## src/rtl/regfile_pkg.sv

```systemverilog
// Shared definitions for the register-file writeback scheduler.
// Default widths, register count and writeback source encodings.
package regfile_pkg;

    localparam int XLEN     = 32;
    localparam int AW       = 5;
    localparam int NUM_REGS = 32;

    typedef logic [AW-1:0]   reg_addr_t;
    typedef logic [XLEN-1:0] xdata_t;

    typedef enum logic [1:0] {
        WB_ALU    = 2'd0,
        WB_LSU    = 2'd1,
        WB_MULDIV = 2'd2
    } wb_src_e;

endpackage

```

## src/rtl/regfile_wb_scheduler_rr_arbiter.sv

```systemverilog
// Combinational round-robin arbiter.
// The search starts at ptr and wraps. The pointer register itself is owned by the parent.
module rr_arbiter #(
    parameter int N  = 3,
    parameter int PW = (N > 1) ? $clog2(N) : 1
) (
    input  logic [N-1:0]  req,
    input  logic [PW-1:0] ptr,
    output logic [N-1:0]  gnt
);

    localparam logic [N-1:0] ONE_C  = {{(N-1){1'b0}}, 1'b1};
    localparam logic [N-1:0] ZERO_C = {N{1'b0}};

    logic [N-1:0] mask_s;
    logic [N-1:0] masked_s;

    // Prefer the lowest request at or above ptr; otherwise wrap to the lowest request overall.
    always_comb begin
        mask_s   = ~((ONE_C << ptr) - ONE_C);
        masked_s = req & mask_s;
        if (masked_s != ZERO_C) begin
            gnt = masked_s & (~masked_s + ONE_C);
        end else begin
            gnt = req & (~req + ONE_C);
        end
    end

endmodule

```

## src/rtl/regfile_wb_scheduler.sv

```systemverilog
// Register-file writeback scheduler.
// Shares the single regfile write port between NUM_REQ writeback sources with round-robin.
// Tracks in-flight destinations in a 32-entry scoreboard and stalls issue on RAW/WAW hazards.
// Optional feature macro: REGFILE_BYPASS_EN (forward the write being committed to the issue
// stage, so that a bypassed source operand does not stall).
module regfile_wb_scheduler #(
    parameter int NUM_REQ = 3,
    parameter int XLEN    = 32,
    parameter int AW      = 5
) (
    input  logic                    clock,
    input  logic                    reset,
    input  logic [NUM_REQ-1:0]      wb_valid,
    input  logic [NUM_REQ*AW-1:0]   wb_rd,
    input  logic [NUM_REQ*XLEN-1:0] wb_data,
    output logic [NUM_REQ-1:0]      wb_ready,
    input  logic                    issue_valid,
    input  logic [AW-1:0]           issue_rs1,
    input  logic [AW-1:0]           issue_rs2,
    input  logic [AW-1:0]           issue_rd,
    output logic                    issue_stall,
    output logic [AW-1:0]           rd,
    output logic [XLEN-1:0]         regWriteData,
    output logic                    reg_WE_L,
    output logic                    byp1_valid,
    output logic                    byp2_valid
);

    import regfile_pkg::*;

    localparam int PW   = (NUM_REQ > 1) ? $clog2(NUM_REQ) : 1;
    localparam int NREG = NUM_REGS;

    localparam logic [NREG-1:0] REG_ONE_C  = {{(NREG-1){1'b0}}, 1'b1};
    localparam logic [NREG-1:0] REG_ZERO_C = {NREG{1'b0}};
    localparam logic [AW-1:0]   AW_ZERO_C  = {AW{1'b0}};

    logic [PW-1:0]      rr_ptr_r;
    logic [NREG-1:0]    pending_r;
    logic [AW-1:0]      rd_r;
    logic [XLEN-1:0]    data_r;
    logic               we_l_r;

    logic [NUM_REQ-1:0] gnt_s;
    logic [NUM_REQ-1:0] ready_s;
    logic               xfer_s;
    logic [PW-1:0]      gidx_s;
    logic [PW-1:0]      ptr_next_s;
    logic [AW-1:0]      sel_rd_s;
    logic [XLEN-1:0]    sel_data_s;
    logic               byp1_s;
    logic               byp2_s;
    logic               haz1_s;
    logic               haz2_s;
    logic               stall_s;
    logic               issue_fire_s;
    logic [NREG-1:0]    set_vec_s;
    logic [NREG-1:0]    clr_vec_s;

    rr_arbiter #(
        .N  (NUM_REQ),
        .PW (PW)
    ) u_arb (
        .req (wb_valid),
        .ptr (rr_ptr_r),
        .gnt (gnt_s)
    );

    // No grant is offered while the block is held in reset.
    always_comb begin
        if (reset) begin
            ready_s = {NUM_REQ{1'b0}};
        end else begin
            ready_s = gnt_s;
        end
        xfer_s = |ready_s;
    end

    // Encode the one-hot grant and mux out the winning requester's rd/data.
    always_comb begin
        gidx_s     = {PW{1'b0}};
        sel_rd_s   = {AW{1'b0}};
        sel_data_s = {XLEN{1'b0}};
        for (int i = 0; i < NUM_REQ; i++) begin
            gidx_s     = gidx_s | (gnt_s[i] ? PW'(i) : {PW{1'b0}});
            sel_rd_s   = sel_rd_s | (wb_rd[i*AW +: AW] & {AW{gnt_s[i]}});
            sel_data_s = sel_data_s | (wb_data[i*XLEN +: XLEN] & {XLEN{gnt_s[i]}});
        end
        if (gidx_s == PW'(NUM_REQ - 1)) begin
            ptr_next_s = {PW{1'b0}};
        end else begin
            ptr_next_s = gidx_s + {{(PW-1){1'b0}}, 1'b1};
        end
    end

    // Round-robin pointer moves past the requester that just transferred.
    always_ff @(posedge clock) begin
        if (reset) begin
            rr_ptr_r <= {PW{1'b0}};
        end else if (xfer_s) begin
            rr_ptr_r <= ptr_next_s;
        end else begin
            rr_ptr_r <= rr_ptr_r;
        end
    end

    // Write stage: one cycle after the handshake the regfile sees an active-low write.
    always_ff @(posedge clock) begin
        if (reset) begin
            rd_r   <= {AW{1'b0}};
            data_r <= {XLEN{1'b0}};
            we_l_r <= 1'b1;
        end else if (xfer_s) begin
            rd_r   <= sel_rd_s;
            data_r <= sel_data_s;
            we_l_r <= 1'b0;
        end else begin
            rd_r   <= rd_r;
            data_r <= data_r;
            we_l_r <= 1'b1;
        end
    end

`ifdef REGFILE_BYPASS_EN
    // Forward the committing write to a matching non-zero source operand.
    always_comb begin
        byp1_s = !we_l_r && (rd_r != AW_ZERO_C) && (rd_r == issue_rs1);
        byp2_s = !we_l_r && (rd_r != AW_ZERO_C) && (rd_r == issue_rs2);
    end
`else
    // No forwarding path: sources wait until their pending bit has cleared.
    always_comb begin
        byp1_s = 1'b0;
        byp2_s = 1'b0;
    end
`endif

    // Hazard detection: RAW on either source (unless bypassed) and WAW on the destination.
    always_comb begin
        haz1_s       = pending_r[issue_rs1] && !byp1_s;
        haz2_s       = pending_r[issue_rs2] && !byp2_s;
        stall_s      = issue_valid && (haz1_s || haz2_s || pending_r[issue_rd]);
        issue_fire_s = issue_valid && !stall_s && (issue_rd != AW_ZERO_C);
    end

    // Scoreboard set/clear vectors; the clear follows the regfile capture edge.
    always_comb begin
        if (issue_fire_s) begin
            set_vec_s = REG_ONE_C << issue_rd;
        end else begin
            set_vec_s = REG_ZERO_C;
        end
        if (!we_l_r) begin
            clr_vec_s = REG_ONE_C << rd_r;
        end else begin
            clr_vec_s = REG_ZERO_C;
        end
    end

    // Scoreboard update: set beats clear, and x0 is never tracked.
    always_ff @(posedge clock) begin
        if (reset) begin
            pending_r <= REG_ZERO_C;
        end else begin
            pending_r <= ((pending_r & ~clr_vec_s) | set_vec_s) & ~REG_ONE_C;
        end
    end

    assign wb_ready     = ready_s;
    assign issue_stall  = stall_s;
    assign rd           = rd_r;
    assign regWriteData = data_r;
    assign reg_WE_L     = we_l_r;
    assign byp1_valid   = byp1_s;
    assign byp2_valid   = byp2_s;

endmodule
```

## config.mk

```make
export PLATFORM = sky130hd
export DESIGN_NAME = regfile_wb_scheduler
export DESIGN_NICKNAME = d
export VERILOG_FILES = /design/src/rtl/regfile_pkg.sv /design/src/rtl/regfile_wb_scheduler_rr_arbiter.sv /design/src/rtl/regfile_wb_scheduler.sv
export SDC_FILE = /design/constraint.sdc
export NUM_CORES = 1
export LEC_CHECK = 0
export ABC_AREA = 1
export BUFFER_PORTS_ARGS = -buffer_cell sky130_fd_sc_hd__buf_2
export CORE_ASPECT_RATIO = 1.2
export CORE_MARGIN = 4
export CORE_UTILIZATION = 45
export DETAILED_ROUTE_END_ITERATION = 16
export PLACE_DENSITY_LB_ADDON = 0.1
export RECOVER_POWER = 50
export SLEW_MARGIN = 15
export SYNTH_ARGS = -nofsm -noshare
export SYNTH_HDL_FRONTEND = slang
export SYNTH_HIERARCHICAL = 1
export SYNTH_SLANG_ARGS = --single-unit
```

## constraint.sdc

```tcl
create_clock -name clock -period 1.6 [get_ports clock]
set_input_delay 0.16 -clock clock [delete_from_list [all_inputs] [get_ports clock]]
set_output_delay 0.16 -clock clock [all_outputs]
set_load 0.05 [all_outputs]
```

-- Word level (Yosys, flattened, before mapping)
Index checks and enable logic that the tools add are counted.
- output and inout port bits: 44
- flip-flop bits (word level): 72
- add/subtract/negate cells: 4
- equality and inequality tests: 1
- multiplexer cells: 14
- $lt $le $gt $ge: 3
- shifts and indexed selects: 3
- bitwise logic cells: 20
- reduce and logical (&&, ||, !) cells: 9
- operator list (operator ; number):
    bitwise AND 32 bit ; 4
    bitwise OR 32 bit ; 3
    2-to-1 mux 32 bit ; 2
    left shift 1 x 5 -> 32 bit (first input constant) ; 2
    NOT 32 bit ; 1
    < comparator 5 x 6 -> 1 bit (second input constant) ; 3
    bitwise AND 5 bit ; 3
    binary-select mux 1 bit (select 5 bit) ; 3
    bitwise OR 5 bit ; 2
    bitwise AND 3 bit ; 3
    NOT 3 bit ; 3
    adder 3 x 1 -> 3 bit (second input constant) ; 2
    2-to-1 mux 3 bit ; 2
    2-to-1 mux 1 bit ; 5
    nonzero test 5 bit ; 1
    2-to-1 mux 2 bit ; 2
    logical AND 1 bit ; 3
    nonzero test 3 bit ; 1
    OR reduction 3 bit ; 1
    left shift 1 x 2 -> 3 bit (first input constant) ; 1
    subtractor 3 x 1 -> 3 bit (second input constant) ; 1
    adder 2 x 1 -> 2 bit (second input constant) ; 1
    == test 2 bit (second input constant) ; 1
    logical OR 1 bit ; 2
    other kinds (2) ; 2

-- Longest topological paths before layout
Gate-level depths: netlist of run 1.
- word-level depth: 12
- mapped depth: 15

-- Cells and area by module
The synthesis of run 1 kept the hierarchy.
- by module, submodules not included (module ; times used ; cells each ; area an instance (um^2) ; seq. area each (um^2)):
    regfile_wb_scheduler ; 1 ; 721 ; 4794.6 ; 1421.4
    rr_arbiter ; 1 ; 17 ; 73.8 ; 0.0

-- Least setup slack after synthesis of run 1
No wires, ideal clock.
- path kind: reg2reg
- start: register rr_ptr_r[1]
- end: register rd_r[1], in the netlist rd[1]
- arrival time: 2.301 ns
- path buffers: 1
- setup slack: -0.782 ns
- clock period less this slack: 2.382 ns
- data required time: 1.519 ns
- cell stages (with the launch flop): 12
- setup time: 0.081 ns
- path through: dfxtp_1 inv_1 nand2_1 nand2_1 nor2_1 inv_1 nor2_1 nor3_4 clkinv_1 clkbuf_1 o21ai_0 a41oi_1
- elaborated cells on any way between the ends: 16
- those cells by class: add/sub (2); shift (1); mux (2); bitwise (9); reduce/logical (2)
- RTL lines (what ; line ; source):
    start: declaration ; regfile_wb_scheduler.sv:38 ; logic [PW-1:0] rr_ptr_r;
    start signal: assignment ; regfile_wb_scheduler.sv:99 ; rr_ptr_r <= {PW{1'b0}};
    start signal: assignment ; regfile_wb_scheduler.sv:101 ; rr_ptr_r <= ptr_next_s;
    start signal: assignment ; regfile_wb_scheduler.sv:103 ; rr_ptr_r <= rr_ptr_r;
    left shift 1 x 2 -> 3 bit * ; regfile_wb_scheduler_rr_arbiter.sv:20 ; mask_s = ~((ONE_C << ptr) - ONE_C);
    subtractor 3 x 1 -> 3 bit * ; regfile_wb_scheduler_rr_arbiter.sv:20 ;
    NOT 3 bit * ; regfile_wb_scheduler_rr_arbiter.sv:20 ;
    bitwise AND 3 bit * ; regfile_wb_scheduler_rr_arbiter.sv:21 ; masked_s = req & mask_s;
    NOT 3 bit ; regfile_wb_scheduler_rr_arbiter.sv:23 ; gnt = masked_s & (~masked_s + ONE_C);
    adder 3 x 1 -> 3 bit ; regfile_wb_scheduler_rr_arbiter.sv:23 ;
    bitwise AND 3 bit ; regfile_wb_scheduler_rr_arbiter.sv:23 ;
    2-to-1 mux 3 bit * ; regfile_wb_scheduler_rr_arbiter.sv:22 ; if (masked_s != ZERO_C) begin
    via gnt_s[2] ; regfile_wb_scheduler.sv:44 ; logic [NUM_REQ-1:0] gnt_s;
    2-to-1 mux 3 bit * ; regfile_wb_scheduler.sv:71 ; if (reset) begin
    via wb_ready[2] ; regfile_wb_scheduler.sv:16 ; output logic [NUM_REQ-1:0] wb_ready,
    OR reduction 3 bit * ; regfile_wb_scheduler.sv:76 ; xfer_s = |ready_s;
    end signal: assignment ; regfile_wb_scheduler.sv:110 ; rd_r <= {AW{1'b0}};
    end signal: assignment ; regfile_wb_scheduler.sv:114 ; rd_r <= sel_rd_s;
    end signal: assignment ; regfile_wb_scheduler.sv:118 ; rd_r <= rd_r;
    end: declaration ; regfile_wb_scheduler.sv:40 ; logic [AW-1:0] rd_r;
Mark *: on every way through the listed nets, which the timed path passes. The rest lies on a longest branch.
A chain may end at the register's enable or synchronous reset.

-- Worst setup path after layout of run 1
- start: register pending_r[4]
- end: output issue_stall
- word-level cells in the longest chain between the ends: 5
- elaborated cells on any way between the ends: 9
- those cells by class: mux (6); reduce/logical (3)
- RTL lines (what ; line ; source):
    start: declaration ; regfile_wb_scheduler.sv:39 ; logic [NREG-1:0] pending_r;
    start signal: assignment ; regfile_wb_scheduler.sv:165 ; pending_r <= ((pending_r & ~clr_vec_s) | set_vec_s) & ~REG_ONE_C;
    binary-select mux 1 bit (select 5 bit), on equally long branches ; regfile_wb_scheduler.sv:140, regfile_wb_scheduler.sv:141 ;
    2-to-1 mux 1 bit, on equally long branches ; regfile_wb_scheduler.sv:140, regfile_wb_scheduler.sv:141 ;
    logical OR 1 bit ; regfile_wb_scheduler.sv:142 ; stall_s = issue_valid && (haz1_s || haz2_s || pending_r[issue_rd]);
    logical OR 1 bit * ; regfile_wb_scheduler.sv:142 ;
    logical AND 1 bit * ; regfile_wb_scheduler.sv:142 ;
    end: declaration ; regfile_wb_scheduler.sv:21 ; output logic issue_stall,
Every way passes the cells marked *; elsewhere a longest branch is shown, timed or not. The select of a mux whose other input is x is not followed.

==> metrics.yaml, run 1 <==
pwr:
  leakage_nw: 2.90
  power.total_mw: 6.72
  power_density_mw_per_mm2: 952
  ir_drop_mv: 0.593
grt:
  grt_pass1_wl_um: 28700
  gr-total-overflow: 0
  grt_max_degree: 71
  gr-usage-met2: 0.470
  met1_usage: 0.355
  antenna_found_initial: 0
  grt_use_met3: 0.0636
  track_usage: 0.289
  grt-busiest-layer: "met2"
  first_global_vias: 5849
synthesis:
  synth_edf_count: 0
  netlist.top_cell.by_area: "dfxtp_1"
  yosysTopAreaCellShare: 0.292
  ys_warn_count: 6
  ys_seq_area_frac: 0.292
  synthTopCellsByArea: "dfxtp_1, nand2_1, nand3_1"
  synth_area_mm2: 0.00487
  async_flop_share: 0
  synth_area_per_cell_um2: 6.60
  synthTopCellsByCount: "nand2_1, nand3_1, dfxtp_1"
  yosysUniqueCellTypes: 30
  synthCells: 738
  synth_top_flop_cell: "dfxtp_1"
  ys_ff_latch: 71
  yosysMostFrequentCell: "nand2_1"
route:
  drt_first_pass_iters: 5
  num_vias: 6129
  drc: 0
  wl_um: 19200
  ant_nets: 0
  vias_per_cell: 5.75
  avgRoutedWirePerCell_um: 18.0
  drt_iter0_markers: 449
worst_setup_path:
  cp_slowest_cell: "dfxtp_2"
  endpoint_kind: "output port"
  crit_path_frequent_cell: "nand3_2"
  crit_path_max_fanout: 3
  cp.required_ns: 1.44
  cp.arrival_ns: 1.64
  r2r-start: "pending_r[23]"
  start_kind: "flip-flop"
  critPathKind: "reg2out"
  reg2reg_depth: 13
  slowest_delay_ns: 0.34
  r2r_slack_ns: -0.19
  crit_path_cell_trace: "inv_4, nand2_2, nand3_2, nand3_2, nand3_1, nand3_2, nand2_2, nand2_4, o21ai_2, inv_2, buf_8"
  r2r-end: "pending_r[14]"
timing:
  slew_violations: 0
  finalSetupTns_ns: -10.17
  setup_viol: 70
  tightest_slew_ns: 0.628
  hold_viol: 0
  timing.final.crit_share: 1.13
  finalCriticalPeriod_ns: 1.80
  setup_ws_ns: -0.201
  worst_slew_margin_rel: 0.583
  finClkSkew_ns: 0.00482
  rsz0062_at_grt: "yes"
  timing.hold.ws_ns: 0.114
  max_freq_ghz: 0.555
floorplan:
  fp.dieH_um: 122
  die_w_um: 103
  rows: 41
  die_area_mm2: 0.0126
  start_util: 0.461
  ios: 176
  coreArea_mm2: 0.0106
cells_and_area:
  final-seq-area_mm2: 0.00151
  synthToLayoutAreaGrowth_pct: 45.1
  fillers: 944
  drive_gt1_frac: 0.459
  multi_input_area_mm2: 0.00329
  nets: 1063
  fin_cells: 1065
  num_antenna_cells: 0
  post-route-util: 0.668
  finish.instance_area_mm2: 0.00706
clock_network:
  htreeDepth: 3
  clockBufferDepth: 2
  cts_hold_buf: 0
  cts_tree: "yes"
  insertion_delay_ns: 0.33
  clk_pin_slew_ns: 0.06
  root_buffer: "clkbuf_16"
  clock_sinks: 71
  cts-buffers-inserted: 9
placement:
  place_inst: 1031
  placed_area_mm2: 0.00603
  gp_congestion: 0.940
  io_buffers: 173
  dp_slack_ns: -0.173
  hpwlAfterDp_um: 13000
min_path:
  min_to: "regWriteData[24]"
  hp-start: "wb_data[56]"
  hp-class: "in2reg"
  min_path_cells: 3
status:
  run_status: "finished with violations"
  violations: "negative setup slack"
job:
  drv_cap: 0
[layout by cell type (no fill, tap or decap), drive strengths merged]
master	synthesis	routed
a2111oi	1	1
a21oi	34	34
a41oi	34	34
buf	20	213
bufinv	0	1
clkbuf	36	37
clkinv	2	3
clkinvlp	0	1
conb	1	2
dfxtp	71	71
inv	37	37
nand2	247	247
nand3	112	112
nand4	13	13
nor2	48	48
nor3	5	5
nor4	5	5
o21ai	71	71
o41ai	1	1
[worst max-delay path, delay by kind of cell (launching register included)]
kind / cells / cell delay [ns]
AOI/OAI and AO/OA: 1 / 0.14
and+or+nand+nor: 7 / 0.56
buffers and inverters: 3 / 0.28
DFF: 1 / 0.34
[kinds of logic (layout without fill, tap and decap cells)]
| group | after synthesis | after routing | synth area share |
|---|---|---|---|
| other | 1 | 2 | 0.000770 |
| buffers and inverters | 95 | 292 | 0.0989 |
| DFF | 71 | 71 | 0.292 |
| and+or+nand+nor | 430 | 430 | 0.412 |
| AOI/OAI and AO/OA | 141 | 141 | 0.196 |
[per-layer routing]
layer / up-vias / part of all wire
met5: - / 0
li1: 2898 / -
met2: 342 / 0.49
met4: 0 / 0.044
met1: 2834 / 0.38
met3: 55 / 0.090
[sequential cells by signal (all words and copies together) (netlist names)]
signal,flops
regWriteData,32
pending_r,31
rd,5
rr_ptr_r,2
reg_WE_L,1
[power by group]
group / switching (mW) / internal, mW / leakage [nW] / total (mW)
clock network: 0.729 / 1.33 / 0.156 / 2.06
logic: 1.76 / 0.858 / 2.14 / 2.61
registers: 0.129 / 1.92 / 0.603 / 2.05
total: 2.61 / 4.11 / 2.90 / 6.72
[repair_timing]
item	CTS	global route
pin swaps	25	54
gates resized for setup	67	104
gates cloned	1	7
setup buffers	5	6
endpoints found under the setup margin	72	74
[how the worst max path moves through the flow]
stage	end	start	slack (ns)	depth (start not counted)
2_1_floorplan	rd[0]	rr_ptr_r[0]	-0.35	11
3_3_place_gp	issue_stall	issue_rd[1]	-0.13	12
3_5_place_dp	regWriteData[27]	rr_ptr_r[0]	-0.17	11
4_1_cts	issue_stall	pending_r[19]	-0.22	11
5_1_grt	issue_stall	pending_r[9]	-0.30	10
6_report	issue_stall	pending_r[4]	-0.20	11
[final cells by class]
| class | instances | share of cell area |
|---|---|---|
| multi-input combinational | 573 | 0.466 |
| clock buffer | 13 | 0.0383 |
| tap | 129 | 0.0229 |
| sequential | 71 | 0.214 |
| clock inverter | 3 | 0.00567 |
| timing repair buffer | 237 | 0.229 |
| inverter | 39 | 0.0241 |
(Power assumes the default switching activity.)
==> run 2, diff against run 1 <==
--- a/config.mk
+++ b/config.mk
@@ -11,3 +11,3 @@
 export CORE_MARGIN = 4
-export CORE_UTILIZATION = 45
+export CORE_UTILIZATION = 36
 export DETAILED_ROUTE_END_ITERATION = 16
==> constraint.sdc (replaced) <==
create_clock -name clock -period 1.6 [get_ports clock]
set_input_delay 0.08 -clock clock [delete_from_list [all_inputs] [get_ports clock]]
set_output_delay 0.08 -clock clock [all_outputs]
set_load 0.05 [all_outputs]
==> metrics.yaml, run 2 (synthesis results as in run 1) <==
status:
  run_status: "finished with violations"
  violations: "negative setup slack"
timing:
  finClkSkew_ns: 0.00567
  setup_viol: 72
  slew_violations: 0
  setup_ws_ns: -0.278
  timing.final.crit_share: 1.17
  finalCriticalPeriod_ns: 1.88
  timing.hold.ws_ns: 0.0323
  finalSetupTns_ns: -11.66
  rsz0062_at_grt: "yes"
  hold_viol: 0
  worst_slew_margin_rel: 0.575
  max_freq_ghz: 0.532
  tightest_slew_ns: 0.641
cells_and_area:
  nets: 1064
  mostFrequentLayoutCells: "nand2_1, buf_2, nand3_1"
  final-seq-area_mm2: 0.00150
  largest_register_ffs: 32
  num_antenna_cells: 0
  multi_input_area_mm2: 0.00335
  drive_gt1_frac: 0.458
  synthToLayoutAreaGrowth_pct: 48.0
  post-route-util: 0.544
  fillers: 1339
  fin_cells: 1105
  final_common_cell: "nand2_1"
route:
  drc: 0
  top_layer_used: "met4"
  ant_nets: 0
  wl_um: 20000
  wl_met1_um: 7670
  drt_iter0_markers: 388
  met2_length_um: 10000
  drt_first_pass_iters: 5
  num_vias: 6101
  vias_per_cell: 5.52
  dr_wl_met3_um: 1700
  avgRoutedWirePerCell_um: 18.1
worst_setup_path:
  cp.required_ns: 1.81
  r2r-start: "rr_ptr_r[1]"
  r2r-end: "regWriteData[12]"
  reg2reg_depth: 13
  crit_family: "buffers and inverters"
  cp-endpoint: "regWriteData[12]"
  crit_path_cell_trace: "nor2_4, nand2_2, buf_4, nand4_1, nand2_2, inv_2, nor2_4, nor3_4, clkinv_4, buf_12, clkbuf_16, o21ai_1, a41oi_1"
  start_kind: "flip-flop"
  cp_slowest_cell: "dfxtp_4"
  r2r_slack_ns: -0.28
  cp.arrival_ns: 2.08
  slowest_delay_ns: 0.37
  startpoint: "rr_ptr_r[1]"
  crit_buf_inv: 5
  crit_cells: 13
  endpoint_kind: "flip-flop"
  crit_path_max_fanout: 8
  critPathKind: "reg2reg"
clock_network:
  clockBufferDepth: 2
  insertion_delay_ns: 0.33
  clk_pin_slew_ns: 0.06
  cts_tree: "yes"
  clock_sinks: 71
  htreeDepth: 3
  root_buffer: "clkbuf_16"
  cts-buffers-inserted: 9
pwr:
  ir_drop_mv: 0.651
  leakage_nw: 2.92
  power.total_mw: 7.14
  power_density_mw_per_mm2: 991
min_path:
  hp-class: "in2reg"
grt:
  first_global_vias: 6038
  track_usage: 0.246
  grt_pass1_wl_um: 30400
  grt_max_degree: 39
  antenna_found_initial: 0
  gr-total-overflow: 0
floorplan:
  start_util: 0.368
  rows: 46
  ios: 176
  die_area_mm2: 0.0155
  die_w_um: 114
  coreArea_mm2: 0.0132
  fp.dieH_um: 135
placement:
  hpwlAfterDp_um: 13500
  io_buffers: 173
  gp_congestion: 0.987
  place_inst: 1067
job:
  drv_cap: 0
-- run 2: cell types whose count changed in the layout (fill, tap and decap cells not counted), moves of 4 or more --
cell,change
a41oi_1,-10
a41oi_2,+10
buf_4,+4
buf_6,-5
dfxtp_1,+4
inv_4,-4
nand2_1,+8
nand2_2,-11
nand3_1,+14
nand3_2,-15
o21ai_1,-15
o21ai_2,+16
-- run 2: worst min path at each step --
| stage | from | endpoint | slack (ns) | cells past startpoint |
|---|---|---|---|---|
| floorplan | wb_data[60] | regWriteData[28] | 0.26 | 2 |
| global route | wb_data[37] | regWriteData[5] | 0.03 | 3 |
| detailed placement | wb_data[35] | regWriteData[3] | 0.38 | 3 |
| global placement | wb_data[39] | regWriteData[7] | 0.37 | 3 |
| CTS | wb_data[35] | regWriteData[3] | 0.02 | 3 |
| finish | wb_rd[7] | rd[2] | 0.03 | 3 |
-- run 2: final cells by class --
cell class / count / area share
timing repair buffer: 237 / 0.227
multi-input combinational: 574 / 0.466
clock inverter: 2 / 0.00834
sequential: 71 / 0.208
inverter: 39 / 0.0229
tap: 168 / 0.0292
clock buffer: 14 / 0.0394
-- run 2: worst reg2reg max path, stage by stage, from the launching register on --
cell and delay, ns:
dfxtp_4 0.37, nor2_4 0.09, nand2_2 0.07, buf_4 0.15
nand4_1 0.08, nand2_2 0.08, inv_2 0.08, nor2_4 0.04
nor3_4 0.20, clkinv_4 0.12, buf_12 0.16, clkbuf_16 0.17
o21ai_1 0.12, a41oi_1 0.05
-- run 2: power by group --
group / switching [mW] / leakage [nW] / internal, mW / total, mW
registers: 0.150 / 0.600 / 1.93 / 2.08
clock network: 0.755 / 0.169 / 1.54 / 2.29
logic: 1.82 / 2.15 / 0.951 / 2.77
total: 2.72 / 2.92 / 4.42 / 7.14
-- run 2: repair_timing --
item | CTS | global route
endpoints found under the setup margin | 72 | 74
pin swaps | 8 | 44
buffers inserted | 5 | 11
hold buffers | 0 | 0
gates resized for setup | 50 | 112
gates cloned | 4 | 3
-- run 2: through the flow --
stage	setup WS (ns)	cell area [µm²]
finish	-0.278	7200
global route	-0.397	7200
CTS	-0.223	6710
detailed placement	-0.274	6050
global placement	-0.237	6050
floorplan	-0.346	4940
-- run 2: metal layers --
layer	track usage	vias up
met5	0	-
met4	0.0983	0
met3	0.0527	46
met2	0.427	271
met1	0.293	2884
li1	-	2900
==> run 3, diff against run 2 <==
- CELL_PAD_IN_SITES_DETAIL_PLACEMENT: unset -> 0
- CELL_PAD_IN_SITES_GLOBAL_PLACEMENT: unset -> 1
- CORE_MARGIN: 4 -> unset
- CORE_UTILIZATION: 36 -> 31
==> metrics.yaml, run 3 (synthesis results as in run 1) <==
clock_network:
  cts-buffers-inserted: 9
  insertion_delay_ns: 0.34
  cts_hold_buf: 0
  clockBufferDepth: 2
  clock_sinks: 71
  root_buffer: "clkbuf_16"
  cts_tree: "yes"
  clk_pin_slew_ns: 0.06
  htreeDepth: 3
floorplan:
  die_area_mm2: 0.0162
  rows: 49
  start_util: 0.321
  ios: 176
  die_w_um: 116
  fp.dieH_um: 139
  coreArea_mm2: 0.0151
min_path:
  hp-class: "in2reg"
  min_to: "regWriteData[7]"
  min_path_cells: 3
  hp-start: "wb_data[39]"
cells_and_area:
  fillers: 1529
  final_common_cell: "nand2_1"
  mostFrequentLayoutCells: "nand2_1, buf_2, nand3_2"
  num_antenna_cells: 0
  largest_register_ffs: 32
  synthToLayoutAreaGrowth_pct: 52.9
  multi_input_area_mm2: 0.00348
  finish.instance_area_mm2: 0.00745
  final-seq-area_mm2: 0.00152
  drive_gt1_frac: 0.483
  nets: 1064
timing:
  timing.final.crit_share: 1.19
  rsz0062_at_grt: "yes"
  tightest_slew_ns: 0.656
  setup_viol: 69
  slew_violations: 0
  hold_viol: 0
  finClkSkew_ns: 0.00841
  finalCriticalPeriod_ns: 1.90
  worst_slew_margin_rel: 0.564
  setup_ws_ns: -0.301
  timing.hold.ws_ns: 0.0239
  finalSetupTns_ns: -11.81
  max_freq_ghz: 0.526
worst_setup_path:
  crit_buf_inv: 4
  r2r_slack_ns: -0.30
  cp.arrival_ns: 2.14
  crit_path_max_fanout: 17
  cp.required_ns: 1.84
  r2r-start: "rr_ptr_r[1]"
  cp_slowest_cell: "dfxtp_2"
  start_kind: "flip-flop"
  reg2reg_depth: 11
  crit_family: "simple AND/OR/NAND/NOR gates"
  slowest_delay_ns: 0.34
  endpoint_kind: "flip-flop"
  r2r-end: "regWriteData[12]"
  crit_path_frequent_cell: "nand2_2"
  critPathKind: "reg2reg"
  crit_path_cell_trace: "nor2_2, nand2_2, nand3_1, nand2_1, nand2_2, clkinvlp_4, nor3_4, clkinv_4, buf_12, buf_16, a41oi_1"
route:
  ant_nets: 0
  num_vias: 6077
  wl_um: 21100
  drt_first_pass_iters: 5
  avgRoutedWirePerCell_um: 18.5
  drc: 0
  vias_per_cell: 5.33
  drt_iter0_markers: 253
grt:
  antenna_found_initial: 0
  track_usage: 0.251
  grt_pass1_wl_um: 31100
  gr-total-overflow: 0
  first_global_vias: 5853
  grt_max_degree: 39
placement:
  placed_area_mm2: 0.00612
  io_buffers: 173
  hpwlAfterDp_um: 14000
  gp_congestion: 0.883
status:
  violations: "negative setup slack"
  run_status: "finished with violations"
job:
  drv_cap: 0
pwr:
  power_density_mw_per_mm2: 939
  ir_drop_mv: 0.619
  leakage_nw: 2.95
  power.total_mw: 6.99
-- run 3: cell types whose count changed in the layout (fill, tap and decap cells not counted), moves of 5 or more --
cell | previous run | this run
nand2_2 | 33 | 38
a41oi_1 | 23 | 17
dfxtp_4 | 17 | 22
a41oi_2 | 11 | 17
nand3_2 | 41 | 53
nand3_1 | 67 | 52
inv_2 | 12 | 7
buf_12 | 10 | 15
dfxtp_1 | 43 | 38
-- run 3: worst register-to-register path, stage by stage, from the launching register on --
cell and delay [ns]:
dfxtp_2 0.34, nor2_2 0.11, nand2_2 0.08, nand3_1 0.08, nand2_1 0.09, nand2_2 0.10
clkinvlp_4 0.11, nor3_4 0.23, clkinv_4 0.15, buf_12 0.16, buf_16 0.15, a41oi_1 0.21
-- run 3: timing repair --
item / in CTS / in global routing
resized for setup: 72 / 138
gates cloned: 6 / 3
buffers inserted: 12 / 7
pin swaps: 5 / 58
setup endpoints to repair: 71 / 74
-- run 3: worst max-delay path by stage --
stage | start | end | slack (ns) | cells after the start
floorplan | rr_ptr_r[0] | rd[0] | -0.35 | 11
finish | rr_ptr_r[1] | regWriteData[12] | -0.30 | 11
global route | rr_ptr_r[1] | regWriteData[12] | -0.42 | 11
detailed placement | rr_ptr_r[0] | rd[2] | -0.14 | 11
CTS | pending_r[26] | issue_stall | -0.15 | 11
global placement | pending_r[7] | pending_r[14] | -0.1 | 12
-- run 3: metal layers --
layer / part of all wire / track usage / up-vias / routed length (µm)
li1: - / - / 2903 / -
met2: 0.51 / 0.425 / 236 / 10800
met1: 0.40 / 0.297 / 2902 / 8370
met4: 0.030 / 0.124 / 0 / 641
met3: 0.062 / 0.0479 / 36 / 1310
met5: 0 / 0 / - / 0
-- run 3: metrics by stage --
stage               cells  setup WS [ns]   util
floorplan             739         -0.346      -
global placement     1104        -0.0956  0.404
detailed placement   1104         -0.142  0.404
CTS                  1136         -0.151  0.452
global route         1141         -0.422  0.492
finish               1141         -0.301  0.492
-- run 3: cell type report --
type	instances	area share
Multi-Input combinational cell	573	0.467
Sequential cell	71	0.204
Clock inverter	2	0.00185
Tap cell	204	0.0343
Timing Repair Buffer	238	0.233
Inverter	39	0.0232
Clock buffer	14	0.0368
-- run 3: report_power, final --
group	internal (mW)	total [mW]	switching [mW]
combinational	1.07	2.99	1.92
clock	1.18	1.94	0.765
sequential	1.92	2.06	0.141
total	4.16	6.99	2.83
